**config.mk**
```make
export PLATFORM = sky130hd
export DESIGN_NAME = num_display_ctrl
export DESIGN_NICKNAME = d
export VERILOG_FILES = /design/src/rtl/num_display_ctrl_pkg.sv /design/src/rtl/num_display_ctrl_scan_mux.sv /design/src/rtl/num_display_ctrl.sv
export SDC_FILE = /design/constraint.sdc
export NUM_CORES = 1
export LEC_CHECK = 0
export CAP_MARGIN = 20
export CORE_MARGIN = 2
export CORE_UTILIZATION = 40
export CTS_BUF_LIST = sky130_fd_sc_hd__clkbuf_16
export DETAILED_ROUTE_END_ITERATION = 10
export GPL_TIMING_DRIVEN = 0
export SETUP_SLACK_MARGIN = 0.15
export SLEW_MARGIN = 20
export SYNTH_ARGS = -nofsm -noshare
export SYNTH_HDL_FRONTEND = slang
export SYNTH_SLANG_ARGS = --single-unit
```
**constraint.sdc**
```tcl
create_clock -name clk -period 4.8 [get_ports clk]
set_clock_uncertainty 0.15 [all_clocks]
set_input_delay 0.96 -clock clk [delete_from_list [all_inputs] [get_ports clk]]
set_output_delay 0.96 -clock clk [all_outputs]
set_load 0.1 [all_outputs]
```
**src/rtl/num_display_ctrl_pkg.sv**
```systemverilog
// Shared definitions for the multi-value two-digit display controller.
package num_display_ctrl_pkg;

  // Conversion sequencer states.
  typedef enum logic [2:0] {
    S_IDLE,
    S_SETUP,
    S_PULSE,
    S_CAPTURE,
    S_COMMIT
  } state_e;

  // BCD code the 7-segment decoder renders as an unlit digit.
  localparam logic [3:0] BCD_BLANK   = 4'hF;

  // Largest value representable on two digits.
  localparam logic [7:0] MAX_DISPLAY = 8'd99;

  // Clamp a value to the two-digit range before it reaches the separator.
  function automatic logic [7:0] sat_display(input logic [7:0] v);
    return (v > MAX_DISPLAY) ? MAX_DISPLAY : v;
  endfunction

endpackage

```
**src/rtl/num_display_ctrl_scan_mux.sv**
```systemverilog
// Digit scanner: free-running slot divider, one-hot digit select and the
// tens-digit leading-zero blanking mux over the committed display digits.
module num_display_ctrl_scan_mux
  import num_display_ctrl_pkg::*;
#(
  parameter int NUM_VALUES = 2,
  parameter int SCAN_DIV   = 50000
) (
  input  logic                    clk,
  input  logic                    reset_n,
  input  logic                    blank_lz,
  input  logic [4*NUM_VALUES-1:0] disp_tens,
  input  logic [4*NUM_VALUES-1:0] disp_units,
  output logic [3:0]              digit_bcd,
  output logic [2*NUM_VALUES-1:0] digit_sel
);

  localparam int SLOTS = 2 * NUM_VALUES;
  localparam int IDX_W = $clog2(SLOTS);
  localparam int DIV_W = $clog2(SCAN_DIV);

  logic [DIV_W-1:0] div_q, div_d;
  logic [IDX_W-1:0] idx_q, idx_d;
  logic [IDX_W-1:0] val_idx;
  logic [3:0]       tens_dig;
  logic [3:0]       units_dig;

  // Divider wrap advances the slot index, wrapping after the last units slot.
  always_comb begin
    div_d = div_q + 1'b1;
    idx_d = idx_q;
    if (div_q == DIV_W'(SCAN_DIV - 1)) begin
      div_d = '0;
      idx_d = (idx_q == IDX_W'(SLOTS - 1)) ? '0 : idx_q + 1'b1;
    end
  end

  // Divider and slot index registers.
  always_ff @(posedge clk or negedge reset_n) begin
    if (!reset_n) begin
      div_q <= '0;
      idx_q <= '0;
    end else begin
      div_q <= div_d;
      idx_q <= idx_d;
    end
  end

  // Even slots show tens, odd slots units; a zero tens digit may be blanked.
  always_comb begin
    val_idx   = idx_q >> 1;
    tens_dig  = disp_tens[4*val_idx +: 4];
    units_dig = disp_units[4*val_idx +: 4];
    digit_sel = '0;
    digit_sel[idx_q] = 1'b1;
    if (idx_q[0]) begin
      digit_bcd = units_dig;
    end else if (blank_lz && (tens_dig == 4'd0)) begin
      digit_bcd = BCD_BLANK;
    end else begin
      digit_bcd = tens_dig;
    end
  end

endmodule

```
**src/rtl/num_display_ctrl.sv**
```systemverilog
// Sequences NUM_VALUES values through the shared separator, commits the
// digit set atomically and hands it to the scan multiplexer.
module num_display_ctrl
  import num_display_ctrl_pkg::*;
#(
  parameter int NUM_VALUES = 2,
  parameter int SCAN_DIV   = 50000
) (
  input  logic                    clk,
  input  logic                    reset_n,
  input  logic [8*NUM_VALUES-1:0] values_in,
  input  logic                    load,
  input  logic                    blank_lz,
  output logic [7:0]              sep_numero,
  output logic                    sep_update,
  input  logic [7:0]              sep_decenas,
  input  logic [7:0]              sep_unidades,
  output logic [3:0]              digit_bcd,
  output logic [2*NUM_VALUES-1:0] digit_sel,
  output logic                    busy,
  output logic [NUM_VALUES-1:0]   overflow
);

  localparam int VIDX_W = (NUM_VALUES > 1) ? $clog2(NUM_VALUES) : 1;

  state_e                  state_q, state_d;
  logic [VIDX_W-1:0]       idx_q, idx_d;
  logic [8*NUM_VALUES-1:0] snap_q, snap_d;
  logic                    pending_q, pending_d;
  logic [7:0]              numero_q, numero_d;
  logic                    update_q, update_d;
  logic [4*NUM_VALUES-1:0] stg_tens_q, stg_tens_d;
  logic [4*NUM_VALUES-1:0] stg_units_q, stg_units_d;
  logic [NUM_VALUES-1:0]   stg_ovf_q, stg_ovf_d;
  logic [4*NUM_VALUES-1:0] disp_tens_q, disp_tens_d;
  logic [4*NUM_VALUES-1:0] disp_units_q, disp_units_d;
  logic [NUM_VALUES-1:0]   ovf_q, ovf_d;
  logic [7:0]              cur_value;
  logic                    unused_sep_hi;

  // The separator only ever produces single digits; upper nibbles are ignored.
  assign unused_sep_hi = ^{sep_decenas[7:4], sep_unidades[7:4]};

  // Next-state and datapath for the conversion pass.
  // NOTE: every _d is defaulted to its _q first, so no path through the case leaves a variable unassigned and no latch is inferred.
  always_comb begin
    state_d      = state_q;
    idx_d        = idx_q;
    snap_d       = snap_q;
    pending_d    = pending_q;
    numero_d     = numero_q;
    update_d     = update_q;
    stg_tens_d   = stg_tens_q;
    stg_units_d  = stg_units_q;
    stg_ovf_d    = stg_ovf_q;
    disp_tens_d  = disp_tens_q;
    disp_units_d = disp_units_q;
    ovf_d        = ovf_q;
    cur_value    = snap_q[8*idx_q +: 8];

    case (state_q)
      S_IDLE: begin
        if (load || pending_q) begin
          snap_d    = values_in;
          pending_d = 1'b0;
          idx_d     = '0;
          state_d   = S_SETUP;
        end
      end
      S_SETUP: begin
        numero_d = sat_display(cur_value);
        update_d = 1'b0;
        state_d  = S_PULSE;
      end
      S_PULSE: begin
        update_d = 1'b1;
        state_d  = S_CAPTURE;
      end
      S_CAPTURE: begin
        update_d                  = 1'b0;
        stg_tens_d[4*idx_q +: 4]  = sep_decenas[3:0];
        stg_units_d[4*idx_q +: 4] = sep_unidades[3:0];
        stg_ovf_d[idx_q]          = (cur_value > MAX_DISPLAY);
        if (idx_q == VIDX_W'(NUM_VALUES - 1)) begin
          state_d = S_COMMIT;
        end else begin
          idx_d   = idx_q + 1'b1;
          state_d = S_SETUP;
        end
      end
      S_COMMIT: begin
        disp_tens_d  = stg_tens_q;
        disp_units_d = stg_units_q;
        ovf_d        = stg_ovf_q;
        state_d      = S_IDLE;
      end
      default: state_d = S_IDLE;
    endcase

    // A request during a pass queues exactly one more pass.
    if ((state_q != S_IDLE) && load) begin
      pending_d = 1'b1;
    end
  end

  // Sequencer, staging and display registers.
  // NOTE: clocked state uses non-blocking (<=) so every flop samples pre-edge values regardless of statement order.
  always_ff @(posedge clk or negedge reset_n) begin
    if (!reset_n) begin
      state_q      <= S_IDLE;
      idx_q        <= '0;
      snap_q       <= '0;
      pending_q    <= 1'b0;
      numero_q     <= '0;
      update_q     <= 1'b0;
      // NOTE: digit storage is reset too, so a reset mid-pass can never leave stale digits on the display.
      stg_tens_q   <= '0;
      stg_units_q  <= '0;
      stg_ovf_q    <= '0;
      disp_tens_q  <= '0;
      disp_units_q <= '0;
      ovf_q        <= '0;
    end else begin
      state_q      <= state_d;
      idx_q        <= idx_d;
      snap_q       <= snap_d;
      pending_q    <= pending_d;
      numero_q     <= numero_d;
      update_q     <= update_d;
      stg_tens_q   <= stg_tens_d;
      stg_units_q  <= stg_units_d;
      stg_ovf_q    <= stg_ovf_d;
      disp_tens_q  <= disp_tens_d;
      disp_units_q <= disp_units_d;
      ovf_q        <= ovf_d;
    end
  end

  assign sep_numero = numero_q;
  assign sep_update = update_q;
  assign busy       = (state_q != S_IDLE);
  assign overflow   = ovf_q;

  num_display_ctrl_scan_mux #(
    .NUM_VALUES (NUM_VALUES),
    .SCAN_DIV   (SCAN_DIV)
  ) u_scan (
    .clk        (clk),
    .reset_n    (reset_n),
    .blank_lz   (blank_lz),
    .disp_tens  (disp_tens_q),
    .disp_units (disp_units_q),
    .digit_bcd  (digit_bcd),
    .digit_sel  (digit_sel)
  );

endmodule
```
==> results of run 1 <==
state kept, by name, indices dropped and copies added (netlist names), 2 cells and up:
| signal | count |
|---|---|
| snap_q | 16 |
| u_scan.div_q | 16 |
| disp_tens_q | 8 |
| disp_units_q | 8 |
| sep_numero | 8 |
| stg_tens_q | 8 |
| stg_units_q | 8 |
| state_q | 3 |
| overflow | 2 |
| stg_ovf_q | 2 |
| u_scan.idx_q | 2 |
metrics by stage:
step	setup WS, ns	total power (W)	util, %	area (µm²)
after detailed placement	0.627	0.00253	47.5	4330
after CTS	0.620	0.00320	50.7	4610
after global routing	0.432	0.00336	50.7	4610
after global placement	-0.510	0.00250	47.3	4300
final	0.626	0.00317	50.7	4610
after floorplan	0.996	0.00219	-	3690
cells by family (layout without fill, tap and decap cells):
| logic type | count (synthesis) | count (layout) | synth area share, % |
|---|---|---|---|
| and+or+nand+nor | 95 | 95 | 13.0 |
| DFF | 84 | 84 | 56.9 |
| muxes | 57 | 57 | 17.7 |
| AOI/OAI and AO/OA | 26 | 26 | 4.81 |
| buffers and inverters | 16 | 80 | 2.57 |
| xor gates and xnor gates | 14 | 14 | 3.32 |
| adders and majority gates | 5 | 5 | 1.69 |
worst min-delay path: cells and delay by family, from the launching register on:
kind | cells | cell delay, ns
flip-flops | 1 | 0.34
AND/OR/NAND/NOR | 2 | 0.10
power breakdown:
part	switching (W)	internal (W)	leakage, nW
combinational	0.000834	0.000540	0.843
sequential	0.000154	0.000977	1.03
clock	0.000266	0.000396	0.148
total	0.00125	0.00191	2.02
cell usage after synthesis, types with 3 or more instances:
| cell type | n |
|---|---|
| a22oi_1 | 3 |
| dfrtp_1 | 84 |
| buf_2 | 5 |
| nand4_1 | 5 |
| mux2_4 | 8 |
| a31oi_1 | 6 |
| mux2i_1 | 13 |
| mux2_2 | 36 |
| o21ai_0 | 5 |
| nand3_1 | 6 |
| a32o_1 | 3 |
| a21oi_1 | 4 |
| xor2_1 | 6 |
| nand2_1 | 36 |
| nor4bb_1 | 3 |
| nand2b_1 | 3 |
| nor4_1 | 3 |
| xnor2_1 | 8 |
| inv_1 | 5 |
| nor2_1 | 22 |
| ha_1 | 5 |
worst max-delay path by stage:
stage,depth (start not counted),slack (ns),startpoint,endpoint
finish,4,0.63,blank_lz,digit_bcd[2]
detailed placement,4,0.63,blank_lz,digit_bcd[0]
global placement,1,-0.51,reset_n,u_scan.div_q[5]
floorplan,4,1.0,u_scan.idx_q[1],digit_bcd[1]
global route,5,0.43,u_scan.idx_q[1],digit_bcd[2]
CTS,4,0.62,blank_lz,digit_bcd[0]
metal layers:
layer  GRT usage, %  wire length [µm]  vias up
li1               -                 -     1164
met3           3.27               305       10
met2           24.6              3350       42
met4           7.06               108        0
met1           21.3              3420     1236
met5              0                 0        -
area by class of cell:
class | instances | area (µm²) | share of cell area (%)
buffer | 11 | 76.3 | 1.65
timing repair buffer | 48 | 495 | 10.7
clock inverter | 7 | 60.1 | 1.30
inverter | 5 | 18.8 | 0.407
tap | 111 | 139 | 3.01
sequential | 84 | 2100 | 45.6
multi-input combinational | 197 | 1500 | 32.5
clock buffer | 9 | 225 | 4.88
cells in the final DEF, fill, tap and decap left out, types with 7 or more instances in the layout:
cell and instances:
dfrtp_1 84, mux2_4 8, nand2_1 36, clkbuf_16 9, nor2_1 22, inv_1 7
mux2i_1 13, mux2_2 36, xnor2_1 8, clkdlybuf4s50_1 46
==> results.yml, run 1 <==
run_status:
  status: "complete, no violations"
cells_and_area:
  fillers: 845
  drive_gt1_share_pct: 19.9
  stdcell_count: 472
  syn_to_final_growth_pct: 24.9
  diodes: 0
  nNetsFinal: 397
sta:
  slew_headroom_pct: 32.0
  setup_violations: 0
  whs_ns: 0.323
  max_freq_ghz: 0.240
  slew_violations: 0
  rsz0062_at_grt: "no"
  hold_viol_final: 0
  tns_ns: 0
  period_minus_slack_ns: 4.17
  worst_pin_slew_ns: 1.02
  fin_crit_sh_pct: 87.0
clock_network:
  clk_pin_slew_ns: 0.06
  post-cts-setup-buffers: 0
  cts_tree: "built"
  clk_latency_ns: 0.33
  clock_path_buffers: 2
  cts_buffers: 9
  cts-root-buf: "clkbuf_16"
  htreeDepth: 3
  cts-resized-gates: 0
  ctsHoldBuffers: 0
  cts_sinks: 84
critical_path:
  timing.rr.start: "state_q[0]"
  max_stage_delay_ns: 1.17
  cp_max_fo: 3
  r2r_setup_slack_ns: 2.71
  crit_top_cell: "clkdlybuf4s50_1"
  crit_buf_inv: 2
  required_ns: 3.69
  r2r-end: "disp_tens_q[6]"
  r2r_cells: 4
  crit_chain: "clkdlybuf4s50_1, a41oi_1, a22oi_1, clkdlybuf4s50_1"
  critPathTopFamily: "buffers and inverters"
  cp.arrival_ns: 3.06
  startpoint_type: "input pin"
  crit_slowest_cell: "clkdlybuf4s50_1"
  cp-end-kind: "output pin"
  criticalPathCategory: "in2out"
die:
  fp.dieArea_mm2: 0.0100
  start_util_pct: 40.6
  core_mm2: 0.00911
  num_rows: 35
  die_x_um: 100
  io_pins: 56
  die_h_um: 100
global_routing:
  gr-total-overflow: 0
  grt_antenna_before_repair: 0
  grt_pass1_wl_um: 12300
  grt_usage_pct: 15.7
  grt_max_degree: 51
  grt_pass1_vias: 2518
placed_design:
  gp_congestion: 0.790
  hpwl_um: 5040
  portBuffers: 47
  placed_cells: 456
route:
  ant_nets: 0
  drc: 0
  via_per_inst: 5.19
  drt-total-wl_um: 7180
  drt_first_pass_iters: 5
  wl_per_cell_um: 15.2
  dr.first_iter.drc_count: 80
  vias: 2452
yosys:
  synth_top_area_share_pct: 56.9
  syn_area_per_cell_um2: 12.4
  yosysTopAreaCell: "dfrtp_1"
  synth_area_leaders: "dfrtp_1 57%, mux2_2 11%, nand2_1 3.7%, mux2i_1 3.5%, mux2_4 3.3%"
  synth_fp_nets: 338
  syn_inst: 297
  synth-main-ff-cell: "dfrtp_1"
  synthArstFlopShare_pct: 100
  ys_ff_latch: 84
  ys_seq_area_share_pct: 56.9
  syn-cell-area_mm2: 0.00369
  synth_edf_count: 0
  synth_cell_type_count: 42
  ys_warn_count: 0
min_path:
  min_path_cells: 2
  min_from: "stg_units_q[7]"
  hp-class: "reg2reg"
  min_to: "stg_units_q[7]"
pwr:
  leakage_nw: 2.02
  ir_drop_v: 0.000476
  p_per_area_mw_per_mm2: 686
job:
  drv_cap: 0
Power figures use the tool's default switching activity.
==> inputs of run 2 (changes only) <==
- CELL_PAD_IN_SITES_DETAIL_PLACEMENT: not set -> 1
- CELL_PAD_IN_SITES_GLOBAL_PLACEMENT: not set -> 2
- CORE_UTILIZATION: 40 -> 33
- PLACE_DENSITY_LB_ADDON: not set -> 0.1
- SLEW_MARGIN: 20 -> 30
- clock period: 4.8 -> 3.4 ns (I/O delays scaled with it)
==> run 2 against run 1 <==
Against the previous run: sequential share of layout area down 0.42 points; via count fell by 0.29%; global-route usage decreased by 0.48 points; non-clock buffer count unchanged; wire length rose by 15%; final area up 0.92%; hold slack worse by 0.21 ns; sequential power increased by 42%; clock power is 41% higher; critical path depth rose by 1; largest power group unchanged.
==> results.yml, run 2 (synthesized netlist as in run 1, its figures left out) <==
placed_design:
  gp_congestion: 0.687
  hpwl_um: 5720
  portBuffers: 47
  place_area_mm2: 0.00438
  placed_cells: 485
  dp_slack_ns: -0.255
clock_network:
  post-cts-setup-buffers: 0
  cts_tree: "built"
  cts-root-buf: "clkbuf_16"
  clk_pin_slew_ns: 0.06
  cts_buffers: 9
  htreeDepth: 3
  cts_sinks: 84
  clock_path_buffers: 2
  ctsHoldBuffers: 0
  clk_latency_ns: 0.34
cells_and_area:
  syn_to_final_growth_pct: 26.0
  drive_gt1_share_pct: 20.8
  final_common_cell: "dfrtp_1"
  stdcell_count: 500
  utilization_pct: 42.8
  fillers: 1150
  final_cell_mix: "84 x dfrtp_1, 38 x clkdlybuf4s50_1, 36 x nand2_1, 36 x mux2_2, 22 x nor2_1"
  largestRegisters: "snap_q (16), u_scan.div_q (16)"
  design_area_mm2: 0.00466
  nNetsFinal: 397
  diodes: 0
global_routing:
  grt_usage_pct: 15.3
  grt_max_degree: 44
  grt_pass1_vias: 2581
  grt_antenna_before_repair: 0
  grt_pass1_wl_um: 13700
  gr-total-overflow: 0
critical_path:
  max_stage_delay_ns: 0.39
  critPathTopFamily: "buffers and inverters"
  criticalPathCategory: "reg2out"
  crit_buf_inv: 2
  crit_slowest_cell: "dfrtp_1"
  cp-end-kind: "output pin"
  crit_chain: "buf_2, mux2i_1, a41oi_1, a22oi_1, buf_4"
  required_ns: 2.57
  startpoint_type: "flip-flop"
  cp_max_fo: 10
  cp.arrival_ns: 2.29
route:
  top_layer: "met4"
  wl_met3_um: 276
  drc: 0
  wl_met2_um: 3760
  dr.first_iter.drc_count: 93
  drt_first_pass_iters: 4
  drt-total-wl_um: 8260
  wl_per_cell_um: 16.5
  vias: 2445
  ant_nets: 0
  wl_met1_um: 4080
  via_per_inst: 4.89
die:
  die_x_um: 110
  num_rows: 38
  fp.dieArea_mm2: 0.0121
  die_h_um: 110
  io_pins: 56
  start_util_pct: 33.9
  core_mm2: 0.0109
pwr:
  p_per_area_mw_per_mm2: 966
  ir_drop_v: 0.000425
  leakage_nw: 2.07
sta:
  worst_pin_slew_ns: 0.986
  tns_ns: 0
  fin_crit_sh_pct: 91.8
  fin_ws_ns: 0.280
  max_freq_ghz: 0.321
  setup_violations: 0
  slew_headroom_pct: 34.1
  rsz0062_at_grt: "no"
  slew_violations: 0
  period_minus_slack_ns: 3.12
  hold_viol_final: 0
run_status:
  status: "complete, no violations"
job:
  drv_cap: 0
min_path:
  hp-class: "in2async"
## run 2: cell types whose count changed in the layout (fill, tap and decap cells not counted), sizes merged
| cell | change |
|---|---|
| dlymetal6s2s | +4 |
| clkdlybuf4s50 | -8 |
| inv | +1 |
| clkinv | -1 |
| buf | +2 |
| clkinvlp | -1 |
| clkdlybuf4s15 | +1 |
| clkbuf | +1 |
## run 2: final cells by class
type / count / area, µm² / area share, %
plain buffers: 11 / 76.3 / 1.64
clock buffers: 9 / 225 / 4.84
clock inverters: 6 / 50.0 / 1.07
inverters: 5 / 18.8 / 0.403
multi-input cells: 197 / 1510 / 32.3
flip-flops and latches: 84 / 2100 / 45.1
well taps: 140 / 175 / 3.76
repair buffers: 48 / 503 / 10.8
## run 2: report_power, final
part	leakage (nW)	internal (W)	switching [W]
clock network	0.146	0.000553	0.000381
registers	1.03	0.00138	0.000219
logic	0.890	0.000757	0.00121
total	2.07	0.00269	0.00181
## run 2: final timing paths
kind                            startpoint             end  slack, ns  depth (start not counted)
min                                reset_n   stg_tens_q[6]       0.11                          1
max reg2reg                     state_q[0]  disp_tens_q[6]       1.28                          4
min reg2reg                  stg_tens_q[4]   stg_tens_q[4]       0.32                          2
max in group asynchronous          reset_n       snap_q[5]       2.43                          2
min in group clk             stg_tens_q[4]   stg_tens_q[4]       0.32                          2
max                        u_scan.idx_q[1]    digit_bcd[0]       0.28                          5
## run 2: per-stage QoR
stage	total power (W)	hold WS [ns]
after global routing	0.00477	0.139
after floorplan	0.00310	0.234
final	0.00450	0.112
after detailed placement	0.00362	0.310
after global placement	0.00357	0.306
after CTS	0.00457	0.124
## run 2: routing by layer
metal  vias to the layer above  track usage [%]
li1                       1159                -
met1                      1240             21.4
met2                        38             22.3
met3                         8             3.68
met4                         0             6.78
met5                         -                0
## run 2: worst register-to-register path, cell delays in order, from the launching register on
cell	delay [ns]
dfrtp_1	0.36
clkbuf_2	0.16
nor3_2	0.65
buf_4	0.33
mux2_2	0.35
## run 2: repair_timing
action | CTS | global route
gates resized for setup | 20 | 5
endpoints found under the setup margin | 4 | 5
gates cloned | 0 | 0
